==> config.mk <==
export PLATFORM = sky130hd
export DESIGN_NAME = uart_tx_dev
export DESIGN_NICKNAME = d
export VERILOG_FILES = /design/src/rtl/uart_tx_dev_pkg.sv /design/src/rtl/uart_tx_fifo.sv /design/src/rtl/uart_tx_dev.sv
export SDC_FILE = /design/constraint.sdc
export NUM_CORES = 1
export LEC_CHECK = 0
export CAP_MARGIN = 5
export CELL_PAD_IN_SITES_DETAIL_PLACEMENT = 1
export CELL_PAD_IN_SITES_GLOBAL_PLACEMENT = 2
export CORE_MARGIN = 2
export CORE_UTILIZATION = 31
export DETAILED_ROUTE_END_ITERATION = 7
export PLACE_DENSITY = 0.7
export SLEW_MARGIN = 20
export SYNTH_ARGS = -nofsm -noshare
export SYNTH_HDL_FRONTEND = slang
export SYNTH_SLANG_ARGS = --single-unit
==> constraint.sdc <==
create_clock -name clk -period 4.28 [get_ports clk]
set_input_delay 0.856 -clock clk [delete_from_list [all_inputs] [get_ports clk]]
set_output_delay 0.856 -clock clk [all_outputs]
set_load 0.02 [all_outputs]
==> src/rtl/uart_tx_dev_pkg.sv <==
// uart_tx_dev_pkg: register map, FSM encoding and STATUS layout shared by the UART TX peripheral
package uart_tx_dev_pkg;

    localparam logic [1:0] UART_DATA   = 2'd0;
    localparam logic [1:0] UART_STATUS = 2'd1;
    localparam logic [1:0] UART_CTRL   = 2'd2;
    localparam logic [1:0] UART_DIV    = 2'd3;

    localparam int ST_BUSY_BIT  = 0;
    localparam int ST_FULL_BIT  = 1;
    localparam int ST_EMPTY_BIT = 2;
    localparam int ST_OVF_BIT   = 3;
    localparam int ST_CNT_LSB   = 4;
    localparam int CNT_W        = 5;

    localparam int IRQ_VEC_IDX  = 3;

    typedef enum logic [1:0] {
        ST_IDLE  = 2'd0,
        ST_START = 2'd1,
        ST_DATA  = 2'd2,
        ST_STOP  = 2'd3
    } tx_state_t;

endpackage

==> src/rtl/uart_tx_fifo.sv <==
// uart_tx_fifo: circular byte FIFO with wrap-bit pointers; push when full and pop when empty are ignored
module uart_tx_fifo
    import uart_tx_dev_pkg::*;
#(
    parameter int FIFO_DEPTH = 8
) (
    input  logic             clk,
    input  logic             reset,
    input  logic             i_push,
    input  logic             i_pop,
    input  logic [7:0]       i_din,
    output logic [7:0]       o_dout,
    output logic             o_full,
    output logic             o_empty,
    output logic [CNT_W-1:0] o_count
);

    localparam int AW = $clog2(FIFO_DEPTH);

    logic [AW:0] r_wr;
    logic [AW:0] r_rd;
    logic [7:0]  r_mem [FIFO_DEPTH];
    logic [AW:0] w_diff;
    logic        w_do_push;
    logic        w_do_pop;

    assign w_diff    = r_wr - r_rd;
    assign o_empty   = (w_diff == '0);
    assign o_full    = (w_diff == (AW+1)'(FIFO_DEPTH));
    assign o_count   = CNT_W'(w_diff);
    assign o_dout    = r_mem[r_rd[AW-1:0]];
    assign w_do_push = i_push & ~o_full;
    assign w_do_pop  = i_pop & ~o_empty;

    // Pointer update; full/empty are judged on the pre-cycle occupancy
    always_ff @(posedge clk or negedge reset) begin
        if (!reset) begin
            r_wr <= '0;
            r_rd <= '0;
        end else begin
            if (w_do_push) r_wr <= r_wr + 1'b1;
            if (w_do_pop)  r_rd <= r_rd + 1'b1;
        end
    end

    // Storage needs no reset: clearing the pointers discards its contents
    always_ff @(posedge clk) begin
        if (w_do_push) r_mem[r_wr[AW-1:0]] <= i_din;
    end

endmodule

==> src/rtl/uart_tx_dev.sv <==
// uart_tx_dev: memory-mapped 8N1 UART transmitter with TX FIFO, programmable divisor and drain IRQ
module uart_tx_dev
    import uart_tx_dev_pkg::*;
#(
    parameter int          FIFO_DEPTH = 8,
    parameter logic [15:0] DIV_RESET  = 16'd16
) (
    input  logic        clk,
    input  logic        reset,
    input  logic [29:0] Addr,
    input  logic        WE,
    input  logic [31:0] Din,
    output logic [31:0] Dout,
    output logic        txd,
    output logic        IRQ
);

    tx_state_t        r_state;
    tx_state_t        w_state_nxt;
    logic [1:0]       r_ctrl;
    logic [15:0]      r_div;
    logic             r_ovf;
    logic             r_irq;
    logic [7:0]       r_shift;
    logic [15:0]      r_period;
    logic [15:0]      r_baud;
    logic [2:0]       r_bit_idx;

    logic [1:0]       w_addr;
    logic             w_push;
    logic             w_pop;
    logic             w_full;
    logic             w_empty;
    logic [7:0]       w_fifo_dout;
    logic [CNT_W-1:0] w_count;
    logic             w_busy;
    logic             w_bit_end;
    logic             w_start_ok;
    logic [15:0]      w_div_eff;
    logic [31:0]      w_status;
    logic             w_unused;

    assign w_addr     = Addr[1:0];
    assign w_push     = WE && (w_addr == UART_DATA);
    assign w_busy     = (r_state != ST_IDLE);
    assign w_bit_end  = (r_baud == r_period - 16'd1);
    assign w_start_ok = r_ctrl[0] & ~w_empty;
    assign w_div_eff  = (r_div == 16'd0) ? 16'd1 : r_div;
    assign IRQ        = r_irq;
    assign w_unused   = ^{Addr[29:2], Din[31:16]};

    uart_tx_fifo #(.FIFO_DEPTH(FIFO_DEPTH)) u_fifo (
        .clk     (clk),
        .reset   (reset),
        .i_push  (w_push),
        .i_pop   (w_pop),
        .i_din   (Din[7:0]),
        .o_dout  (w_fifo_dout),
        .o_full  (w_full),
        .o_empty (w_empty),
        .o_count (w_count)
    );

    // STATUS word assembled from live state
    always_comb begin
        w_status                           = '0;
        w_status[ST_BUSY_BIT]              = w_busy;
        w_status[ST_FULL_BIT]              = w_full;
        w_status[ST_EMPTY_BIT]             = w_empty;
        w_status[ST_OVF_BIT]               = r_ovf;
        w_status[ST_CNT_LSB +: CNT_W]      = w_count;
    end

    assign Dout = (w_addr == UART_STATUS) ? w_status :
                  (w_addr == UART_CTRL)   ? {30'd0, r_ctrl} :
                  (w_addr == UART_DIV)    ? {16'd0, r_div} : 32'd0;

    // CPU-visible registers, sticky overflow and registered drain interrupt
    always_ff @(posedge clk or negedge reset) begin
        if (!reset) begin
            r_ctrl <= 2'd0;
            r_div  <= DIV_RESET;
            r_ovf  <= 1'b0;
            r_irq  <= 1'b0;
        end else begin
            r_irq <= r_ctrl[1] & w_empty & ~w_busy;
            if (WE) begin
                if (w_addr == UART_DATA && w_full) r_ovf  <= 1'b1;
                if (w_addr == UART_STATUS)         r_ovf  <= 1'b0;
                if (w_addr == UART_CTRL)           r_ctrl <= Din[1:0];
                if (w_addr == UART_DIV)            r_div  <= Din[15:0];
            end
        end
    end

    // Frame state register
    always_ff @(posedge clk or negedge reset) begin
        if (!reset) r_state <= ST_IDLE;
        else        r_state <= w_state_nxt;
    end

    // Next state, FIFO pop and line level; STOP chains straight into START for gapless frames
    always_comb begin
        w_state_nxt = r_state;
        w_pop       = 1'b0;
        txd         = 1'b1;
        case (r_state)
            ST_IDLE: begin
                w_state_nxt = w_start_ok ? ST_START : ST_IDLE;
                w_pop       = w_start_ok;
            end
            ST_START: begin
                txd = 1'b0;
                if (w_bit_end) w_state_nxt = ST_DATA;
            end
            ST_DATA: begin
                txd = r_shift[0];
                if (w_bit_end && r_bit_idx == 3'd7) w_state_nxt = ST_STOP;
            end
            ST_STOP: begin
                if (w_bit_end) begin
                    w_state_nxt = w_start_ok ? ST_START : ST_IDLE;
                    w_pop       = w_start_ok;
                end
            end
            default: w_state_nxt = ST_IDLE;
        endcase
    end

    // Bit timing and shifter; the period is latched per frame so DIVISOR edits wait for the next one
    always_ff @(posedge clk or negedge reset) begin
        if (!reset) begin
            r_shift   <= 8'd0;
            r_period  <= 16'd1;
            r_baud    <= 16'd0;
            r_bit_idx <= 3'd0;
        end else if (w_pop) begin
            r_shift   <= w_fifo_dout;
            r_period  <= w_div_eff;
            r_baud    <= 16'd0;
            r_bit_idx <= 3'd0;
        end else if (w_busy) begin
            if (w_bit_end) begin
                r_baud <= 16'd0;
                if (r_state == ST_DATA) begin
                    r_shift   <= r_shift >> 1;
                    r_bit_idx <= r_bit_idx + 3'd1;
                end
            end else begin
                r_baud <= r_baud + 16'd1;
            end
        end
    end

endmodule

# Word-level counts from Yosys, hierarchy flattened
# Memory sizes are Yosys's and may differ from the RTL's.
# Index checks and enable logic that the tools add are counted.
# op_classes
n_addsub,6
n_eq_ne,12
muxes,27
bitwise_logic,8
n_reduce_logical,17
# ops
operator,n
16-bit two-way mux,7
8-bit two-way mux,4
"16-bit by 1-bit adder with 16-bit output, second input constant",1
16-bit equality test,1
16-bit logical NOT,1
"16-bit by 1-bit subtractor with 16-bit output, second input constant",1
3-bit two-way mux,4
2-bit nonzero test,5
"4-bit by 1-bit adder with 4-bit output, second input constant",2
"2-bit equality test, second input constant",4
2-bit one-hot mux with 4 select lines,1
1-bit two-way mux,6
2-bit two-way mux,3
"2-bit inequality test, second input constant",3
2-bit AND reduction,3
3-bit AND reduction,2
1-bit AND,5
"2-bit by 1-bit equality test with 1-bit output, second input constant",2
"4-bit equality test, second input constant",1
2-bit logical NOT,2
4-bit logical NOT,1
1-bit one-hot mux with 2 select lines,2
4-bit subtractor,1
"3-bit by 1-bit adder with 3-bit output, second input constant",1
other kinds (3),7
# word_totals
ff_bits,73
ramBits,64
output_inout_bits,34
wordCells,82
memories,1
# memory_table
memory,words,width,rd,rd_ports_with_merged_regs,write_ports,line_no,source
u_fifo.r_mem,8,8,1,0,1,uart_tx_fifo.sv:22,logic [7:0] r_mem [FIFO_DEPTH];

# Depth between registers and ports, before layout
# Gate-level depths: netlist of the first run.
# depth
ltp_word,8
depth_mapped,13

# Hierarchy
# From an unflattened synthesis of the first run, not the netlist that was laid out.
# unflattened
cells_unflattened,523
area_unflattened_um2,6945.4
# by_module_without_submodules
mod,n_inst,cells_per_inst,area_each_um2,seq_area_each_um2
uart_tx_dev,1,347,3901.2,1629.1
uart_tx_fifo,1,176,3044.2,2122.0

# Worst setup path before layout of the first run
# No wires, ideal clock.
# synth_path
path_type,flip-flop to flip-flop
start,reg u_fifo.r_rd[1]
end,mem u_fifo.r_mem[1][0] (enable)
setup_time_ps,383
t_arrival_ps,3701
setup_slack_ps,195
path_stages_with_launch,12
n_path_buf,2
synth_period_minus_slack_ps,4085
cell_sequence,dfrtp_1 > clkbuf_1 > clkbuf_1 > inv_1 > ha_1 > nor2b_1 > o21a_1 > o21ai_0 > nand2_1 > a2111oi_1 > nand2_1 > nor3_1
# synth_via
elab_chain_len,6
# synth_rtl
item,line_no,source
"start, declared",uart_tx_fifo.sv:21,logic [AW:0] r_rd;
"start signal, assigned",uart_tx_fifo.sv:42,if (w_do_pop) r_rd <= r_rd + 1'b1;
4-bit subtractor,uart_tx_fifo.sv:27,assign w_diff = r_wr - r_rd;
4-bit equality test,uart_tx_fifo.sv:29,assign o_full = (w_diff == (AW+1)'(FIFO_DEPTH));
1-bit inverter,uart_tx_fifo.sv:32,assign w_do_push = i_push & ~o_full;
1-bit AND,uart_tx_fifo.sv:32,
1-bit two-way mux,uart_tx_fifo.sv:48,if (w_do_push) r_mem[r_wr[AW-1:0]] <= i_din;
1-bit two-way mux (not written as such),uart_tx_fifo.sv:48,
"end, declared",uart_tx_fifo.sv:22,
# Every way passes these cells.

# Worst setup path after layout of the first run
# layout_path
start,reg u_fifo.r_wr[0]
end,out Dout[1]
# layout_via
elab_chain_len,3
# layout_rtl
item,line_no,source
"start, declared",uart_tx_fifo.sv:20,logic [AW:0] r_wr;
"start signal, assigned",uart_tx_fifo.sv:41,if (w_do_push) r_wr <= r_wr + 1'b1;
4-bit subtractor,uart_tx_fifo.sv:27,
4-bit equality test,uart_tx_fifo.sv:29,
16-bit two-way mux,uart_tx_dev.sv:74,assign Dout = (w_addr == UART_STATUS) ? w_status :
"end, declared",uart_tx_dev.sv:13,"output logic [31:0] Dout,"
# Every way passes these cells.

==> metrics, run 1 <==
layout cell share with drive strength beyond 1 17.7%; CP required 3.42 ns; Slowest-stage cell, CP clkdlybuf4s50_1; drt total wl 16200 um; PortBufs 38; setup violators final 0; root buf cell clkbuf_16; Area Growth Syn to Fin 19.3%; number of setup buffers added after CTS 0; Setup WS pre-CTS 0.515 ns; hold crit path type reg -> reg; clock tree buffer depth 2; synthesized flop and latch total 137; wire per inst 18.5 um; Final Wtd Congestion 0.788; RSZ-0062 raised after global routing false; register area share after synthesis 55.7%; hpwl dp 11500 um; Synth warnings 0; period utilization 94.6%; die footprint 22900 um^2; P_leak 0.00313 uW; Tmin final 4.05 ns; initial core utilization 31.9%; CTS sink cnt 137; VDD IR max 365 uV; Site Rows 53; Die Width 151 um; worst slew pin tran 0.955 ns; vias in the first global route 4796; pin count of the biggest net entering global routing 74; R2R Path Start u_fifo.r_rd[1]; CORE AREA 21200 um^2; CTS Buf Count 17; kind of start point of the critical path flip-flop; CP Class reg -> out; die height 151 um; critical path endpoint category primary output; clk_lat worst skew 0.44 ns; H-tree depth 4; Post-DRT Antenna Nets 0; Antenna diodes 0; worst path arrival time 3.20 ns; Slew HR 36.3%; Post-Syn Instances 539; EDFF count, synth 64; Pins Over Slew Limit 0; Syn Std Cell Area 6740 um^2; Synth cell types 61; GRT Util Overall 15.5%; Worst-path clk slew 0.07 ns; CP Max Fanout 5; IO Count 99; Post-CTS Hold Fix Bufs 0; final hold vios 0; Vias 4394; Async SR Flop Fraction 53.3%; Avg Cell Area, Syn 12.5 um^2; Avg Vias per Cell 5.02; most common flop cell mapped by yosys dfrtp_1; total congestion overflow 0; status finished clean; fmax 0.247 GHz; Clock Skews 0.0167 ns; DRC violations left 0; Setup TNS 0 ns; Max stage delay on crit path 0.60 ns; CTS tree built; post-CTS sizing 0; worst path cell trace inv_1 > ha_1 > fa_1 > xor2_1 > and3_1 > nand2_1 > o21ai_0 > a22o_1 > clkdlybuf4s50_1; hold path start u_fifo.r_rd[3]; DR pass1 iterations 4; Iteration-0 DRC Markers 253; pwr/cell area 658 nW/um^2; antenna violations before repair 0; setup ws final 0.229 ns; global-route wire length before repair 26900 um; crit path launch u_fifo.r_wr[0]; fin nets 666; Max Cap Viol 0
state kept, by name (all words and copies together), names as in the netlist, 3 cells and up:
register      cells
r_bit_idx         3
u_fifo.r_rd       4
u_fifo.r_mem     64
r_div            16
r_shift           8
r_period         16
r_baud           16
u_fifo.r_wr       4
report_power, final:
| group | total, uW | switching [uW] | leakage (uW) | internal, uW |
|---|---|---|---|---|
| logic | 1840 | 988 | 0.00135 | 856 |
| clock network | 1490 | 692 | 0.000300 | 798 |
| registers | 1960 | 322 | 0.00148 | 1630 |
| total | 5290 | 2000 | 0.00313 | 3290 |
layer usage:
layer | track usage, % | vias up | share of wire [%]
li1 | - | 2041 | -
met1 | 20.3 | 2261 | 46
met3 | 2.26 | 16 | 2.6
met4 | 5.75 | 0 | 1.5
met2 | 26.2 | 76 | 50
met5 | 0 | - | 0
stage by stage:
| step | power [uW] | util [%] | cells | cell area [um^2] | hold slack [ns] |
|---|---|---|---|---|---|
| floorplan | 3230 | - | 554 | 6800 | 0.454 |
| global placement | 3740 | 35.1 | 843 | 7420 | 0.472 |
| detailed placement | 3830 | 35.1 | 843 | 7420 | 0.480 |
| CTS | 5350 | 38.0 | 875 | 8040 | 0.493 |
| global route | 5650 | 38.0 | 875 | 8040 | 0.531 |
| finish | 5290 | 38.0 | 875 | 8040 | 0.492 |
critical path: cells and delay by family (launching register included):
family / cells / cell delay (ns)
adders and majority gates: 2 / 0.61
DFF: 1 / 0.38
xor gates and xnor gates: 1 / 0.30
AOI/OAI and AO/OA: 2 / 0.33
buffers and inverters: 2 / 0.70
and+or+nand+nor: 2 / 0.44
synthesized netlist by cell type, drive strengths merged (3+ instances only):
cell	number	area share, %
nand3	13	0.97
nand2b	4	0.37
nand4	7	0.74
ha	13	2.4
nand3b	10	1.1
o211ai	3	0.33
a2111oi	3	0.41
and2	6	0.56
a21oi	9	0.72
nand2	47	2.6
nor4	9	1.1
dfrtp	71	26
xor2	16	2.1
xnor2	22	2.9
mux4	16	5.3
mux2	37	6.2
mux2i	6	0.89
inv	19	1.1
nor2b	9	0.84
o221a	7	1.2
o21ai	15	1.1
nor2	34	1.9
nor3b	3	0.33
edfxtp	64	29
or3	5	0.46
and3	12	1.1
nor3	8	0.59
clkbuf	13	0.72
buf	26	2.6
layout by cell type (no fill, tap or decap), types with 3 or more instances in the layout:
cell type         n
mux2_1            4
nand2_1          46
dfrtp_1          69
or3_1             5
inv_1            18
nand3b_1         10
clkbuf_16        17
nand3_1          13
o21ai_1           4
clkdlybuf4s50_1  37
edfxtp_1         64
mux2_2           33
o211ai_1          3
clkinv_8          5
mux4_2           16
xnor2_1          22
nor2_1           34
a21oi_1           8
xor2_1           16
inv_8             5
nor3_1            8
nor2b_1           9
and3_1           12
buf_4            15
nand4_1           6
nand2b_1          4
mux2i_1           6
ha_1             13
inv_6             4
nor3b_1           3
o21ai_0          11
nor4_1            8
conb_1           16
o221a_1           7
and2_1            6
cells by family (layout without fill, tap and decap cells):
kind of cell / count (synthesis) / in the layout / share of synthesized area (%)
other: 1 / 16 / 0.0556
XOR/XNOR: 38 / 38 / 4.94
AO/OA/AOI/OAI: 60 / 60 / 6.57
buffers and inverters: 58 / 104 / 4.34
AND/OR/NAND/NOR: 172 / 172 / 13.3
adder cells (fa/ha/maj): 14 / 14 / 2.71
flip-flops: 137 / 137 / 55.7
multiplexers: 59 / 59 / 12.4
area by class of cell:
cell class | instances | area, um^2
well taps | 275 | 344
flip-flops and latches | 137 | 3750
inverters | 19 | 71.3
clock buffers | 17 | 425
repair buffers | 53 | 503
fillers | 2218 | 13100
clock inverters | 15 | 189
multi-input cells | 359 | 2750
worst paths after layout:
path                                 endpoint  slack [ns]  cells after the start
max                                   Dout[1]        0.23                      9
min in group asynchronous          r_baud[15]        0.58                      1
min reg2reg                    u_fifo.r_rd[3]        0.49                      1
max in group asynchronous      u_fifo.r_rd[2]        3.04                      1
max reg2reg                u_fifo.r_mem[2][4]        0.72                     10
min                            u_fifo.r_rd[3]        0.49                      1
Note: power is estimated with default switching activity, not from simulation.
==> run 2, diff against run 1 <==
--- a/config.mk
+++ b/config.mk
@@ -11,7 +11,8 @@
 export CORE_MARGIN = 2
 export CORE_UTILIZATION = 31
 export DETAILED_ROUTE_END_ITERATION = 7
-export PLACE_DENSITY = 0.7
+export PLACE_DENSITY_LB_ADDON = 0.1
+export SETUP_SLACK_MARGIN = 0.3
 export SLEW_MARGIN = 20
 export SYNTH_ARGS = -nofsm -noshare
 export SYNTH_HDL_FRONTEND = slang
==> run 2 against run 1 <==
  * Non-clock buffer count rose by 4
  * Maximum frequency rose by 7.3%
  * Utilization rose by 0.22 points
  * Power rose by 1.5%
  * Highest routed layer unchanged
  * Wire length rose by 1.9%
  * Critical path type unchanged
  * Sequential share of layout area fell by 0.27 points
  * Global-route usage barely moved
  * Register-to-register slack improved by 0.14 ns
  * Combinational power rose by 2%
  * Final cell count rose by 0.46%
  * Largest cell class unchanged
==> metrics, run 2 (synthesized netlist as in run 1, its figures left out) <==
status finished clean; worst path arrival time 2.92 ns (-0.28 ns); CP Class reg -> out; RSZ-0062 raised after global routing false; area occupied by multi-input gates 2770 um^2 (+0.41%); IO Count 99 (unchanged); R2R Path Start r_period[0]; Slew HR 38.3% (+1.9 points); antenna violations before repair 0 (unchanged); Worst-path clk slew 0.07 ns (about the same); CP Max Fanout 7 (+2); Iteration-0 DRC Markers 165 (-35%); initial core utilization 31.9% (unchanged); Min Hold Slack 0.462 ns (-0.0295 ns); cell count of the worst reg-to-reg path 12 (+2); RR Endpoint r_shift[4]; period utilization 88.2% (-6.4 points); DRC violations left 0 (unchanged); Setup TNS 0 ns (unchanged); CTS tree built; clock tree buffer depth 2 (unchanged); kind of start point of the critical path flip-flop; sequential cell area 3750 um^2 (unchanged); die height 151 um (unchanged); global-route wire length before repair 26600 um (-1.1%); root buf cell clkbuf_16; vias in the first global route 4678 (-2.5%); DR pass1 iterations 4 (unchanged); fmax 0.265 GHz (+7.3%); worst slew pin tran 0.902 ns (-0.0524 ns); P_leak 0.00316 uW (+1.1%); CORE AREA 21200 um^2 (unchanged); Post-CTS Hold Fix Bufs 0 (unchanged); Tmin final 3.78 ns (-0.276 ns); CP required 3.42 ns (about the same); GRT Util Overall 15.6% (+0.026 points); CTS Buf Count 17 (unchanged); CTS sink cnt 137 (unchanged); Pins Over Slew Limit 0 (unchanged); Vias 4384 (-0.23%); Site Rows 53 (unchanged); post-layout util 38.2% (+0.22 points); H-tree depth 4 (unchanged); critical path endpoint category primary output; Final Wtd Congestion 0.755 (-4.2%); PortBufs 38 (unchanged); most frequent cells in the layout 69 x dfrtp_1, 64 x edfxtp_1, 46 x nand2_1, 36 x clkdlybuf4s50_1, 34 x nor2_1; Max Cap Viol 0 (unchanged); Post-DRT Antenna Nets 0 (unchanged); clk_lat worst skew 0.42 ns (-0.02 ns); VDD IR max 311 uV (-15%); final hold vios 0 (unchanged); Die Width 151 um (unchanged); die footprint 22900 um^2 (unchanged); Antenna diodes 0 (unchanged); Fill cells 2240 (+0.99%); most common cell after layout, fill and taps aside dfrtp_1; hpwl dp 11800 um (+3.1%); total congestion overflow 0 (unchanged); Clock Skews 0.00940 ns (-0.00733 ns); pwr/cell area 664 nW/um^2 (+0.92%); R2R Setup Slk 0.86 ns (+0.14 ns); drt total wl 16500 um (+1.9%); Avg Vias per Cell 4.99 (-0.68%); setup violators final 0 (unchanged); wire per inst 18.7 um (+1.4%); Area Growth Syn to Fin 20.0%; pin count of the biggest net entering global routing 74 (unchanged); hold crit path type in -> async; flip-flop count of the largest register after layout 64 (unchanged); fin nets 670 (+0.60%); crit path launch u_fifo.r_wr[1]; layout cell share with drive strength beyond 1 18.7% (+1.0 points)
==> run 2: cell types whose count changed in the layout (fill, tap and decap cells not counted), moves of 2 or more <==
cell	before	now
nor3_1	8	6
clkinvlp_4	0	2
buf_4	15	19
bufinv_16	0	2
clkinv_8	5	2
nor3_2	0	2
==> run 2: power breakdown <==
group	switching [uW]	internal (uW)
sequential	292	1630
combinational	1010	875
clock	665	897
total	1960	3410
==> run 2: worst max-delay path: stages, from the launching register on <==
cell and delay (ns):
dfrtp_2 0.46, ha_1 0.28, nor2b_1 0.13, o21a_1 0.19, o21ai_1 0.23, nand2_2 0.16, o31ai_1 0.27, and2_1 0.17
clkdlybuf4s50_1 0.61
==> run 2: how the worst max path moves through the flow <==
| stage | to | depth (start not counted) |
|---|---|---|
| global route | Dout[2] | 8 |
| finish | Dout[2] | 8 |
| global placement | Dout[1] | 10 |
| CTS | Dout[2] | 8 |
| detailed placement | Dout[1] | 10 |
| floorplan | u_fifo.r_mem[7][0] | 11 |
==> run 2: per-stage QoR <==
stage          instances  power (uW)  area (um^2)  setup slack [ns]
5_1_grt              879        5720         8090             0.341
3_3_place_gp         846        3780         7440             0.583
4_1_cts              879        5440         8080             0.314
2_1_floorplan        554        3230         6810             0.340
6_report             879        5370         8090             0.505
3_5_place_dp         846        3840         7440             0.560
==> run 2: repair_timing <==
action,CTS,global route
setup buffers,1,0
endpoints found under the setup margin,3,2
pin swaps,0,0
gates resized for setup,2,4
==> run 2: per-layer routing <==
layer / global-route usage [%] / vias to the layer above / wire [um]
li1: - / 2045 / -
met1: 22.1 / 2273 / 8300
met2: 23.6 / 53 / 7550
met3: 3.73 / 13 / 423
met4: 4.35 / 0 / 202
met5: 0 / - / 0
==> run 2: area by class of cell <==
cell class | instances | area share (%)
Tap cell | 275 | 4.25
Clock buffer | 17 | 5.26
Clock inverter | 15 | 2.49
Multi-Input combinational cell | 359 | 34.2
Inverter | 19 | 0.882
Timing Repair Buffer | 57 | 6.51
Sequential cell | 137 | 46.4
==> run 3, diff against run 2 <==
==> constraint.sdc (replaced) <==
create_clock -name clk -period 4.5 [get_ports clk]
set_input_delay 0.9 -clock clk [delete_from_list [all_inputs] [get_ports clk]]
set_output_delay 0.9 -clock clk [all_outputs]
set_load 0.02 [all_outputs]
==> run 3 against run 2 <==
  * Global-route usage fell by 0.29 points
  * First-iteration DRC count increased by 8.5%
  * Non-clock buffer count shrank 5
  * Cell area shrank 0.97%
  * Combinational power fell by 7%
  * Critical path depth grew 1
  * Highest routed layer unchanged
  * Wire length decreased by 2.3%
  * Power down 7.6%
  * Sequential power is 5% lower
  * Largest power group unchanged
==> metrics, run 3 (synthesized netlist as in run 1, its figures left out) <==
setup violators final 0 (unchanged); RSZ-0062 raised after global routing false; CTS Buf Count 17 (unchanged); Area Growth Syn to Fin 18.8%; Fill cells 2250 (+0.45%); dpl cells 842 (-0.47%); Iteration-0 DRC Markers 179 (+8.5%); Layout Cells excl Fill 874 (-0.57%); Max stage delay on crit path 0.60 ns (about the same); worst path arrival time 3.06 ns (+0.14 ns); antenna violations before repair 0 (unchanged); final hold vios 0 (unchanged); wire per inst 18.4 um (-1.7%); global-route wire length before repair 26100 um (-2.0%); layout cell share with drive strength beyond 1 17.4% (-1.3 points); kind of start point of the critical path flip-flop; Worst-path clk slew 0.07 ns (about the same); root buf cell clkbuf_16; DR pass1 iterations 4 (unchanged); Post-CTS Hold Fix Bufs 0 (unchanged); CP required 3.60 ns (+0.18 ns); period utilization 88.0%; CTS sink cnt 137 (unchanged); Min Hold Slack 0.493 ns (+0.0302 ns); CORE AREA 21200 um^2 (unchanged); IO Count 99 (unchanged); fmax 0.252 GHz; Tmin final 3.96 ns; Placed Area 7400 um^2 (-0.54%); clock tree buffer depth 2 (unchanged); area occupied by multi-input gates 2760 um^2 (-0.36%); P_leak 0.00311 uW (-1.8%); drt total wl 16100 um (-2.3%); clk_lat worst skew 0.43 ns (about the same); initial core utilization 31.9% (unchanged); final instance area 8010 um^2 (-0.97%); critical path endpoint category primary output; most common cell after layout, fill and taps aside dfrtp_1; Slew HR 34.5% (-3.8 points); worst path cell trace ha_1 > nor2b_1 > o21a_1 > or3_1 > nand2_2 > nand2_1 > o21ai_0 > a22o_1 > clkdlybuf4s50_1; die height 151 um (unchanged); worst slew pin tran 0.983 ns (+0.0804 ns); Setup TNS 0 ns (unchanged); status finished clean; CTS tree built; Clock Skews 0.0186 ns (+0.00916 ns); CP Class reg -> out; Max Cap Viol 0 (unchanged); pin count of the biggest net entering global routing 74 (unchanged); Site Rows 53 (unchanged); H-tree depth 4 (unchanged); hpwl dp 11700 um (-1.5%); Post-DRT Antenna Nets 0 (unchanged); Avg Vias per Cell 5.02 (+0.60%); most frequent cells in the layout 71 x dfrtp_1, 64 x edfxtp_1, 46 x nand2_1, 37 x clkdlybuf4s50_1, 34 x nor2_1; CP Max Fanout 7 (unchanged); DRC violations left 0 (unchanged); Antenna diodes 0 (unchanged); Vias 4385 (+0.023%); hold crit path type reg -> reg; Die Width 151 um (unchanged); fin nets 665 (-0.75%); flip-flop count of the largest register after layout 64 (unchanged); Slowest-stage cell, CP clkdlybuf4s50_1; VDD IR max 283 uV (-8.8%); post-layout util 37.9% (-0.37 points); vias in the first global route 4664 (-0.30%); sequential cell area 3750 um^2 (about the same); pwr/cell area 620 nW/um^2 (-6.6%); Final Wtd Congestion 0.734 (-2.7%); Pins Over Slew Limit 0 (unchanged); PortBufs 38 (unchanged); total congestion overflow 0 (unchanged); GRT Util Overall 15.3% (-0.29 points); die footprint 22900 um^2 (unchanged)
## run 3: worst paths after layout
path | startpoint | endpoint | slack [ns] | cells after the start
hold / removal | r_bit_idx[0] | r_bit_idx[0] | 0.49 | 1
min in group asynchronous | reset | r_baud[9] | 0.63 | 1
max in group asynchronous | reset | r_period[5] | 3.23 | 1
hold reg to reg | r_bit_idx[0] | r_bit_idx[0] | 0.49 | 1
setup reg to reg | r_period[1] | r_shift[4] | 0.75 | 11
setup / recovery | u_fifo.r_wr[1] | Dout[1] | 0.54 | 9
## run 3: report_power, final
group / switching (uW) / internal (uW)
registers: 274 / 1550
clock network: 636 / 749
logic: 943 / 809
## run 3: layout make-up
type,instances,area share [%]
Timing Repair Buffer,52,6.03
Clock inverter,15,2.23
Tap cell,275,4.30
Multi-Input combinational cell,359,34.4
Sequential cell,137,46.8
Clock buffer,17,5.31
Inverter,19,0.890
## run 3: per-stage QoR
stage          setup WS, ns  total power (uW)
2_1_floorplan         0.415              3070
3_3_place_gp          0.734              3570
3_5_place_dp          0.698              3630
4_1_cts               0.425              5040
5_1_grt               0.345              5320
6_report              0.538              4960
## run 3: repair_timing
| action | in CTS | in global routing |
|---|---|---|
| setup buffers | 0 | 0 |
| setup endpoints to repair | 0 | 1 |
| resized for setup | 0 | 2 |
## run 3: worst max-delay path, delay by kind of cell, from the launching register on
kind            cells  cell delay, ns
simple gates        4            0.74
flops               1            0.46
buf+inv             1            0.60
compound gates      3            0.53
fa+ha+maj           1            0.30
## run 3: layer usage
| layer | global-route usage (%) | part of all wire (%) | up-vias |
|---|---|---|---|
| met5 | 0 | 0 | - |
| met4 | 4.02 | 1.2 | 0 |
| met3 | 3.46 | 3.1 | 16 |
| met2 | 23.4 | 46 | 61 |
| met1 | 21.8 | 50 | 2267 |
| li1 | - | - | 2041 |
